### config.mk
export PLATFORM = sky130hd
export DESIGN_NAME = fila_escrita_registradores
export DESIGN_NICKNAME = d
export VERILOG_FILES = /design/src/rtl/fila_escrita_registradores_pkg.sv /design/src/rtl/fila_escrita_registradores_busca_encaminhamento.sv /design/src/rtl/fila_escrita_registradores.sv
export SDC_FILE = /design/constraint.sdc
export NUM_CORES = 1
export LEC_CHECK = 0
export CAP_MARGIN = 30
export CORE_UTILIZATION = 50
export DETAILED_ROUTE_END_ITERATION = 6
export HOLD_SLACK_MARGIN = 0.08
export PLACE_DENSITY_LB_ADDON = 0.12
export SYNTH_ARGS = -nofsm -noshare
export SYNTH_HDL_FRONTEND = slang
export SYNTH_HIERARCHICAL = 1
export SYNTH_SLANG_ARGS = --single-unit
### constraint.sdc
create_clock -name clk -period 6.1 [get_ports clk]
set_clock_uncertainty 0.1 [all_clocks]
set_input_delay 0.915 -clock clk [delete_from_list [all_inputs] [get_ports clk]]
set_output_delay 0.915 -clock clk [all_outputs]
set_load 0.005 [all_outputs]
### src/rtl/fila_escrita_registradores_pkg.sv
// Shared MIPS register-file definitions used by the write-back queue.
package fila_escrita_registradores_pkg;

    localparam int REG_ADDR_W = 32'd5;
    localparam int DATA_W     = 32'd32;
    localparam int NUM_REGS   = 32'd32;
    localparam logic [REG_ADDR_W-1:0] REG_ZERO = 5'd0;

    // True when the register number is the hard-wired $zero register.
    function automatic logic is_zero_reg(input logic [REG_ADDR_W-1:0] reg_num);
        return (reg_num == REG_ZERO);
    endfunction

endpackage

### src/rtl/fila_escrita_registradores_busca_encaminhamento.sv
// Forwarding lookup: finds the youngest valid pending write that targets a
// given register. Entries are walked oldest to youngest so a later match
// overrides an earlier one.
module busca_encaminhamento
    import fila_escrita_registradores_pkg::*;
#(
    parameter int DEPTH = 4,
    localparam int PW   = $clog2(DEPTH),
    localparam int CW   = $clog2(DEPTH + 1)
) (
    input  logic [PW-1:0]                         head_i,
    input  logic [CW-1:0]                         count_i,
    input  logic [DEPTH-1:0][REG_ADDR_W-1:0]      regs_i,
    input  logic [DEPTH-1:0][DATA_W-1:0]          data_i,
    input  logic [REG_ADDR_W-1:0]                 num_reg_i,
    output logic                                  hit_o,
    output logic [DATA_W-1:0]                     data_o
);

    // match_s[k]: the k-th oldest entry is valid and targets num_reg_i
    logic [DEPTH-1:0]              match_s;
    logic [DEPTH-1:0][DATA_W-1:0]  age_data_s;

    // Reorder entries by age and flag the valid ones that match.
    always_comb begin
        match_s    = {DEPTH{1'b0}};
        age_data_s = {(DEPTH*DATA_W){1'b0}};
        for (int k = 0; k < DEPTH; k++) begin
            match_s[k]    = (CW'(k) < count_i) &&
                            (regs_i[head_i + PW'(k)] == num_reg_i);
            age_data_s[k] = data_i[head_i + PW'(k)];
        end
    end

    // Priority pick: the youngest matching entry wins, zero when nothing hits.
    always_comb begin
        hit_o  = 1'b0;
        data_o = {DATA_W{1'b0}};
        for (int k = 0; k < DEPTH; k++) begin
            hit_o  = hit_o | match_s[k];
            data_o = match_s[k] ? age_data_s[k] : data_o;
        end
    end

endmodule

### src/rtl/fila_escrita_registradores.sv
// Write-back queue in front of the single write port of the 32x32 MIPS
// register file, with forwarding lookups for both read ports.
module fila_escrita_registradores
    import fila_escrita_registradores_pkg::*;
#(
    parameter int DEPTH       = 4,
    parameter bit ZERO_REG_RO = 1'b0
) (
    input  logic                          clk,
    input  logic                          rst_n,
    input  logic                          in_valid,
    output logic                          in_ready,
    input  logic [REG_ADDR_W-1:0]         in_reg,
    input  logic [DATA_W-1:0]             in_data,
    input  logic                          wb_hold,
    output logic                          RegWrite,
    output logic [REG_ADDR_W-1:0]         Numero_Reg_Escrita,
    output logic [DATA_W-1:0]             Dado_escrita,
    input  logic [REG_ADDR_W-1:0]         Numero_Reg1,
    input  logic [REG_ADDR_W-1:0]         Numero_Reg2,
    output logic                          fwd_hit1,
    output logic                          fwd_hit2,
    output logic [DATA_W-1:0]             fwd_data1,
    output logic [DATA_W-1:0]             fwd_data2,
    output logic [$clog2(DEPTH+1)-1:0]    pending_count,
    output logic                          empty
);

    localparam int PW = $clog2(DEPTH);
    localparam int CW = $clog2(DEPTH + 1);

    logic [PW-1:0] head_q, head_d;
    logic [PW-1:0] tail_q, tail_d;
    logic [CW-1:0] count_q, count_d;

    // Entry storage is only meaningful below count_q, so it carries no reset.
    logic [DEPTH-1:0][REG_ADDR_W-1:0] regs_q;
    logic [DEPTH-1:0][DATA_W-1:0]     data_q;

    logic full_s;
    logic empty_s;
    logic store_s;
    logic pop_s;

    // Handshake, retire decision and next-state pointer/count arithmetic.
    always_comb begin
        full_s  = (count_q == CW'(DEPTH));
        empty_s = (count_q == {CW{1'b0}});
        // A full queue refuses new work even if it retires this cycle.
        in_ready = !full_s;
        pop_s    = !empty_s && !wb_hold;
        // Writes to $zero complete the handshake but are not stored when read-only.
        store_s  = in_valid && !full_s && !(ZERO_REG_RO && is_zero_reg(in_reg));

        head_d = pop_s   ? (head_q + PW'(1)) : head_q;
        tail_d = store_s ? (tail_q + PW'(1)) : tail_q;
        case ({store_s, pop_s})
            2'b10:   count_d = count_q + CW'(1);
            2'b01:   count_d = count_q - CW'(1);
            default: count_d = count_q;
        endcase
    end

    // Register-file write port always presents the head entry, zero when empty.
    always_comb begin
        RegWrite      = pop_s;
        empty         = empty_s;
        pending_count = count_q;
        if (empty_s) begin
            Numero_Reg_Escrita = {REG_ADDR_W{1'b0}};
            Dado_escrita       = {DATA_W{1'b0}};
        end else begin
            Numero_Reg_Escrita = regs_q[head_q];
            Dado_escrita       = data_q[head_q];
        end
    end

    // Pointer and occupancy registers; reset discards every pending write.
    always_ff @(posedge clk or negedge rst_n) begin
        if (!rst_n) begin
            head_q  <= {PW{1'b0}};
            tail_q  <= {PW{1'b0}};
            count_q <= {CW{1'b0}};
        end else begin
            head_q  <= head_d;
            tail_q  <= tail_d;
            count_q <= count_d;
        end
    end

    // Entry storage: capture the accepted request at the tail slot.
    always_ff @(posedge clk) begin
        if (store_s) begin
            regs_q[tail_q] <= in_reg;
            data_q[tail_q] <= in_data;
        end
    end

    busca_encaminhamento #(.DEPTH(DEPTH)) u_busca1 (
        .head_i    (head_q),
        .count_i   (count_q),
        .regs_i    (regs_q),
        .data_i    (data_q),
        .num_reg_i (Numero_Reg1),
        .hit_o     (fwd_hit1),
        .data_o    (fwd_data1)
    );

    busca_encaminhamento #(.DEPTH(DEPTH)) u_busca2 (
        .head_i    (head_q),
        .count_i   (count_q),
        .regs_i    (regs_q),
        .data_i    (data_q),
        .num_reg_i (Numero_Reg2),
        .hit_o     (fwd_hit2),
        .data_o    (fwd_data2)
    );

endmodule
==> metrics.log <==
[metrics] largest net degree at the start of global routing: ~180
[metrics] final-stage net count: approximately 1,700
[metrics] clk sinks: between 150 and 200
[metrics] die footprint: 0.0330 mm²
[metrics] area share of the largest cell type after synthesis: 27.5%
[metrics] weighted congestion reported at the end of routability-driven placement: around 0.84
[metrics] max cap viols: 0
[metrics] final number of hold-violating endpoints: 0
[metrics] via count: 14,200
[metrics] initial antenna violation count: 0
[metrics] global route total overflow: 0
[metrics] Area growth, synth to finish: 13.9%
[metrics] endpoint with the worst hold slack: tail_q[1]
[metrics] top cell family by delay on the critical path: flip-flops
[metrics] distinct cell type count of the synthesized netlist: between 40 and 50
[metrics] clock network latency to the later pin of the worst-skew pair: 0.44 ns
[metrics] result of the run: completed
[metrics] ports placed on the boundary: 160
[metrics] final routed DRC violation total: 0
[metrics] Static Leakage: ~6.2 nW
[metrics] crit-path cells: mux4_2 > xnor2_1 > nand4_2 > nor2_4 > buf_12 > mux2i_1 > o32ai_1 > clkdlybuf4s50_1
[metrics] main flop type after synthesis: sky130_fd_sc_hd__edfxtp_1
[metrics] capturing element type of the critical path: output pin
[metrics] mapped cell area: about 0.016 mm²
[metrics] worst-path fanout max: 65
[metrics] transition time at the pin with the least slew margin: between 1 and 1.5 ns
[metrics] crit path time final: around 5.6 ns
[metrics] number of synthesized flops with an enable pin: between 100 and 150
[metrics] top area cells in the synthesized netlist: sky130_fd_sc_hd__edfxtp_1 28%, sky130_fd_sc_hd__mux2i_1 12%, sky130_fd_sc_hd__mux4_2 10%, sky130_fd_sc_hd__mux2_2 8.9%, sky130_fd_sc_hd__a311oi_1 6.9%
[metrics] biggest cell delay along the critical path: around 0.99 ns
[metrics] achievable clock frequency: about 180 MHz
[metrics] share of post-route cells with drive strength above 1: between 10% and 20%
[metrics] final setup fails: 0
[metrics] kind of path behind the tightest hold check: flop to flop
[metrics] wire length of the first global-routing pass: roughly 77 mm
[metrics] fill cell instance count of the final layout: 2,684
[metrics] PwrDens: around 540 mW/mm²
[metrics] Pins Over Slew Limit: 0
[metrics] library cell with the largest summed area after synthesis: sky130_fd_sc_hd__edfxtp_1
[metrics] Die Span X: around 180 µm
[metrics] buffer depth of the longest clock path: 2
[metrics] worst voltage drop across the vdd grid: approximately 0.42 mV
[metrics] yosys warns: 6
[metrics] Fin Hold WS: about 0.50 ns
[metrics] endpoint of the most critical register-to-register path: pending_count[2]
[metrics] DR vias/cell: approximately 6.9
[metrics] worst endpoint required time: slightly above 5 ns
[metrics] critical-path cell with the highest stage delay: sky130_fd_sc_hd__dfrtp_4
[metrics] root cell of the clock tree: sky130_fd_sc_hd__clkbuf_16
[metrics] number of detailed-route iterations in the first pass: 6
[metrics] fraction of synthesis flops using an asynchronous set or reset pin: about 4.5%
[metrics] CP Buf/Inv Count: 2
[metrics] detail-routed net length per standard cell: approximately 24 µm
[metrics] number of violations reported at the end of detailed-routing iteration 0: around 1,700
[metrics] hold path start: tail_q[1]
[metrics] number of buffers inserted by hold repair at cts: 0
[metrics] Setup Total Neg Slack: 0 ns
[metrics] flip-flop and latch area: around 0.0046 mm²
[metrics] sum of internal, switching and leakage power: 10.0 mW
[metrics] fin crit share: 91.6%
[metrics] Critical Path Start Type: flop
[metrics] WP data arrival: 4.57 ns
[metrics] Core ar.: around 0.032 mm²
[metrics] clock transition at the registers of the reported paths: ~0.070 ns
[metrics] final WL: between 40 and 50 mm
[metrics] flip-flop and latch count after synthesis: roughly 160
[metrics] CTS tree: built
[metrics] vertical extent of the die: 182 µm
[metrics] origin of the critical flop-to-flop path: pending_count[2]
[metrics] combined area of the multi-input logic cells: roughly 0.011 mm²
[metrics] HPWL reported at the end of detailed placement: between 20 and 30 mm
[metrics] number of core rows: 65
[metrics] unrepaired setup endpoints after global routing: no
[metrics] remaining max-slew budget at the tightest pin: between 30% and 40%
[metrics] buffers inserted during post-CTS setup optimization: 0
[metrics] port buffer count: roughly 160
[metrics] number of buffers inserted during clock tree synthesis: 17
[metrics] cell depth of the worst flop-to-flop path: 9
[metrics] post-cts resize count: 0
[metrics] Mean Syn Cell Area: a little over 10 µm²
[metrics] worst hold path cell count: 1
[metrics] worst reg-to-reg setup slack: between 3 and 4 ns
[metrics] Post-Synthesis Net Count: 1,658
[metrics] total routing resource utilization after global routing: ~29%
[metrics] number of routed nets with antenna violations: 0
[metrics] count of inserted antenna diode cells: 0
[metrics] starting utilization of the core area: 51.0%
[metrics] critical path class: flop to output pin
[metrics] maximum level of the CTS H-tree: 4
[metrics] via count of the first global-routing pass: 13,400
[metrics] sequential fraction of the synthesis area: 28.6%
[metrics] count of mapped cells out of synthesis: approximately 1,600
## worst register-to-register path, stage by stage, from the launching register on
cell and delay [ns]:
sky130_fd_sc_hd__dfrtp_1 0.70, sky130_fd_sc_hd__or3b_4 0.48, sky130_fd_sc_hd__and2_4 0.19, sky130_fd_sc_hd__inv_1 0.06, sky130_fd_sc_hd__ha_1 0.18, sky130_fd_sc_hd__inv_1 0.07, sky130_fd_sc_hd__fa_1 0.37, sky130_fd_sc_hd__xor2_1 0.15
sky130_fd_sc_hd__nor2_1 0.06, sky130_fd_sc_hd__xor2_1 0.13
## state kept, by name, indices dropped and copies added, names as in the netlist
signal         flops
data_q           128
head_q             2
pending_count      3
tail_q             2
regs_q            20
## metal layers
metal / share of wire (%) / global-route usage (%) / vias up
li1: - / - / 6451
met1: 43 / 40.6 / 6960
met2: 47 / 46.9 / 683
met3: 6.9 / 3.97 / 75
met4: 2.5 / 10.1 / 0
met5: 0 / 0 / -
## synthesized netlist by cell type, types with 8 or more instances
cell type	count
sky130_fd_sc_hd__nor3b_1	65
sky130_fd_sc_hd__mux2_2	128
sky130_fd_sc_hd__a21oi_1	130
sky130_fd_sc_hd__edfxtp_1	148
sky130_fd_sc_hd__o32ai_1	62
sky130_fd_sc_hd__clkbuf_1	91
sky130_fd_sc_hd__nor2b_1	36
sky130_fd_sc_hd__mux4_2	73
sky130_fd_sc_hd__buf_1	18
sky130_fd_sc_hd__a311oi_1	128
sky130_fd_sc_hd__buf_6	8
sky130_fd_sc_hd__or3_1	66
sky130_fd_sc_hd__mux2i_1	201
sky130_fd_sc_hd__xor2_1	14
sky130_fd_sc_hd__nor3_1	129
sky130_fd_sc_hd__buf_4	8
sky130_fd_sc_hd__xnor2_1	32
sky130_fd_sc_hd__buf_2	63
sky130_fd_sc_hd__nand2_1	136
## where the power goes
part | total [mW] | internal, mW | switching (mW)
clock network | 1.16 | 0.630 | 0.527
registers | 1.86 | 1.43 | 0.428
logic | 6.99 | 3.37 | 3.62
total | 10.0 | 5.42 | 4.57
## area by class of cell
class / count / area share [%]
flip-flops and latches: 155 / 25.2
repair buffers: 203 / 11.0
well taps: 402 / 2.73
inverters: 8 / 0.177
multi-input cells: 1244 / 57.5
clock buffers: 17 / 2.31
clock inverters: 15 / 1.10
## logic make-up (layout without fill, tap and decap cells)
group / after synthesis / count (layout) / share of synthesized area (%)
AO/OA/AOI/OAI: 326 / 326 / 14.7
AND/OR/NAND/NOR: 461 / 461 / 15.5
adder cells (fa/ha/maj): 6 / 6 / 0.511
multiplexers: 405 / 405 / 32.0
buffers and inverters: 202 / 243 / 6.22
XOR/XNOR: 46 / 46 / 2.49
flip-flops: 155 / 155 / 28.6
## metrics by stage
step | utilization (%) | worst slack, ns | area, µm² | std cells
2_1_floorplan | - | 2.53 | 16100 | 1601
5_1_grt | 58.1 | 0.314 | 18400 | 2044
3_3_place_gp | 56.1 | 1.00 | 17700 | 2011
4_1_cts | 58.1 | 0.518 | 18400 | 2043
6_report | 58.1 | 0.514 | 18400 | 2044
3_5_place_dp | 56.1 | 0.994 | 17700 | 2011
## cells in the final DEF (no fill, tap or decap), types with 3 or more instances in the layout
master / instances
sky130_fd_sc_hd__buf_4: 36
sky130_fd_sc_hd__nand4_1: 4
sky130_fd_sc_hd__clkdlybuf4s50_1: 159
sky130_fd_sc_hd__a311oi_1: 128
sky130_fd_sc_hd__mux4_2: 73
sky130_fd_sc_hd__dfrtp_1: 5
sky130_fd_sc_hd__nand2_1: 134
sky130_fd_sc_hd__clkbuf_16: 17
sky130_fd_sc_hd__or3_1: 66
sky130_fd_sc_hd__edfxtp_1: 148
sky130_fd_sc_hd__ha_1: 5
sky130_fd_sc_hd__mux2i_1: 201
sky130_fd_sc_hd__o32ai_1: 62
sky130_fd_sc_hd__nor2_4: 3
sky130_fd_sc_hd__nor3_4: 4
sky130_fd_sc_hd__and3_2: 4
sky130_fd_sc_hd__mux2_2: 128
sky130_fd_sc_hd__nor2b_1: 36
sky130_fd_sc_hd__a21oi_1: 130
sky130_fd_sc_hd__nor3b_1: 65
sky130_fd_sc_hd__inv_1: 6
sky130_fd_sc_hd__buf_12: 7
sky130_fd_sc_hd__inv_8: 6
sky130_fd_sc_hd__xor2_1: 14
sky130_fd_sc_hd__inv_6: 3
sky130_fd_sc_hd__xnor2_1: 32
sky130_fd_sc_hd__nor3_1: 128
## worst max path at each step
stage,start,endpoint,slack [ns],depth (start not counted)
finish,head_q[0],fwd_data1[1],0.51,8
global route,head_q[0],fwd_data1[4],0.31,8
CTS,head_q[0],fwd_data2[31],0.52,8
detailed placement,Numero_Reg2[3],fwd_data2[31],0.99,9
global placement,Numero_Reg2[3],fwd_data2[31],1.00,9
floorplan,head_q[0],fwd_data1[10],2.53,8
No activity file was read; power rests on OpenSTA's default activity.
==> RTL change: new RTL, same settings <==
Reset style: synchronous (`rst_n`), changed in one clocked block.
--- a/src/rtl/fila_escrita_registradores.sv
+++ b/src/rtl/fila_escrita_registradores.sv
@@ -76,7 +76,7 @@
     end
 
     // Pointer and occupancy registers; reset discards every pending write.
-    always_ff @(posedge clk or negedge rst_n) begin
+    always_ff @(posedge clk) begin
         if (!rst_n) begin
             head_q  <= {PW{1'b0}};
             tail_q  <= {PW{1'b0}};
Formal check against the unedited RTL: differs if rst_n is asserted again (counterexample within 4 cycles, from zero or initial values and one cycle with rst_n low); with rst_n held inactive, the same outputs for 4 cycles.
==> RTL change against the original RTL <==
- sequential power is 20% lower
- cell area about the same
- count of clock-buffer cells in the layout is the same
- routed wire length is 3.1% higher
- synthesized cell count is 0.87% higher
- total power fell by 37%
- synthesized area grew 0.18%
- first-iteration DRC count down 6.6%
- worst setup slack gained 62 ps
- critical path depth rose by 1
- sequential cell count unchanged
- register-to-register slack got worse by 320 ps
- highest routed layer is now met5
==> RTL change: results (changes against the original RTL) <==
yosys:
  synth_xor_area_frac: 0.0227  # -0.00221
  synth.top_cells.by_count: "mux2i_1 (203), edfxtp_1 (148), nand2_1 (143)"
  ys_top_cells_by_area: "edfxtp_1 (27%), mux2i_1 (13%), mux4_2 (10%), mux2_2 (8.9%), a311oi_1 (6.9%)"
  syn_nets: 1672  # +0.84%
  yosysUniqueCellTypes: 44  # +4.8%
  synth-compound-area-share: 0.149  # +0.00206
  muxShareOfSynthArea: 0.320  # about the same
  synth_fa_ha_area_frac: 0.00510  # -0.00000910
setup_path:
  critical_path.slowest_cell: "dfxtp_4"
  rrSetupSlack_ps: 3150  # -320 ps
  timing.rr.start: "pending_count[1]"
  max_stage_delay_ps: 830  # -160 ps
  cp_top_family: "buffers and inverters"
  critPathMaxFanout: 97  # +49%
  critPathArrivalTime_ps: 4510  # -60 ps
  timing.critical_path.from: "head_q[0]"
  r2r_cells: 4  # -5
  reg2reg_to: "data_q[31]"
sta:
  setup_ws_ps: 575  # +61.6 ps
global_route:
  use_met3: 0.0329  # -0.00682
  grt_max_degree: 159  # -11%
  grt_use_met2: 0.470  # about the same
  grt_util_met1: 0.417  # +0.0110
  antenna_found_initial: 2  # +2
power:
  peakVddDrop_uv: 265  # -37%
  comb_power_uw: 3680  # -47%
worst_hold_path:
  hp-start: "tail_q[1]"
  whs_endpoint: "tail_q[1]"
routing:
  routed_wl_um: 50000  # +3.1%
  met2WireLength_um: 23000  # about the same
  drt_iter0_markers: 1609  # -6.6%
  first_pass_iters: 5  # -1
  drt-met1-wl_um: 21200  # +0.85%
place:
  pre_cts_ws_ps: 987  # -6.48 ps
  place_hpwl_um: 29800  # +1.8%
outcome:
  status: "finished, final reports clean"
## RTL change: cell types whose count changed after synthesis, moves of 2 or more
cell      before  now
a21boi_1       0    2
and2_1         0    6
dfxtp_1        0    7
o21ai_0        2    4
and3_1         6    2
dfrtp_1        7    0
nand2_1      136  143
buf_6          8   10
mux2i_1      201  203
or3_1         66   68
xor2_1        14   11
## RTL change: per-stage QoR
stage	instance area [µm²]	instances	utilization	hold slack, ps	total power (µW)
floorplan	16200	1615	-	368	3730
global placement	17800	2029	0.561	390	5110
detailed placement	17800	2029	0.561	402	5140
CTS	18400	2061	0.579	412	6280
global route	18400	2063	0.580	453	6630
finish	18400	2063	0.580	414	6310
## RTL change: layout make-up
class | instances | area [µm²]
Antenna cell | 1 | 2.50
Multi-Input combinational cell | 1257 | 10600
Clock inverter | 15 | 176
Tap cell | 402 | 503
Inverter | 8 | 32.5
Fill cell | 2706 | 13300
Clock buffer | 17 | 425
Timing Repair Buffer | 208 | 2040
Sequential cell | 155 | 4590
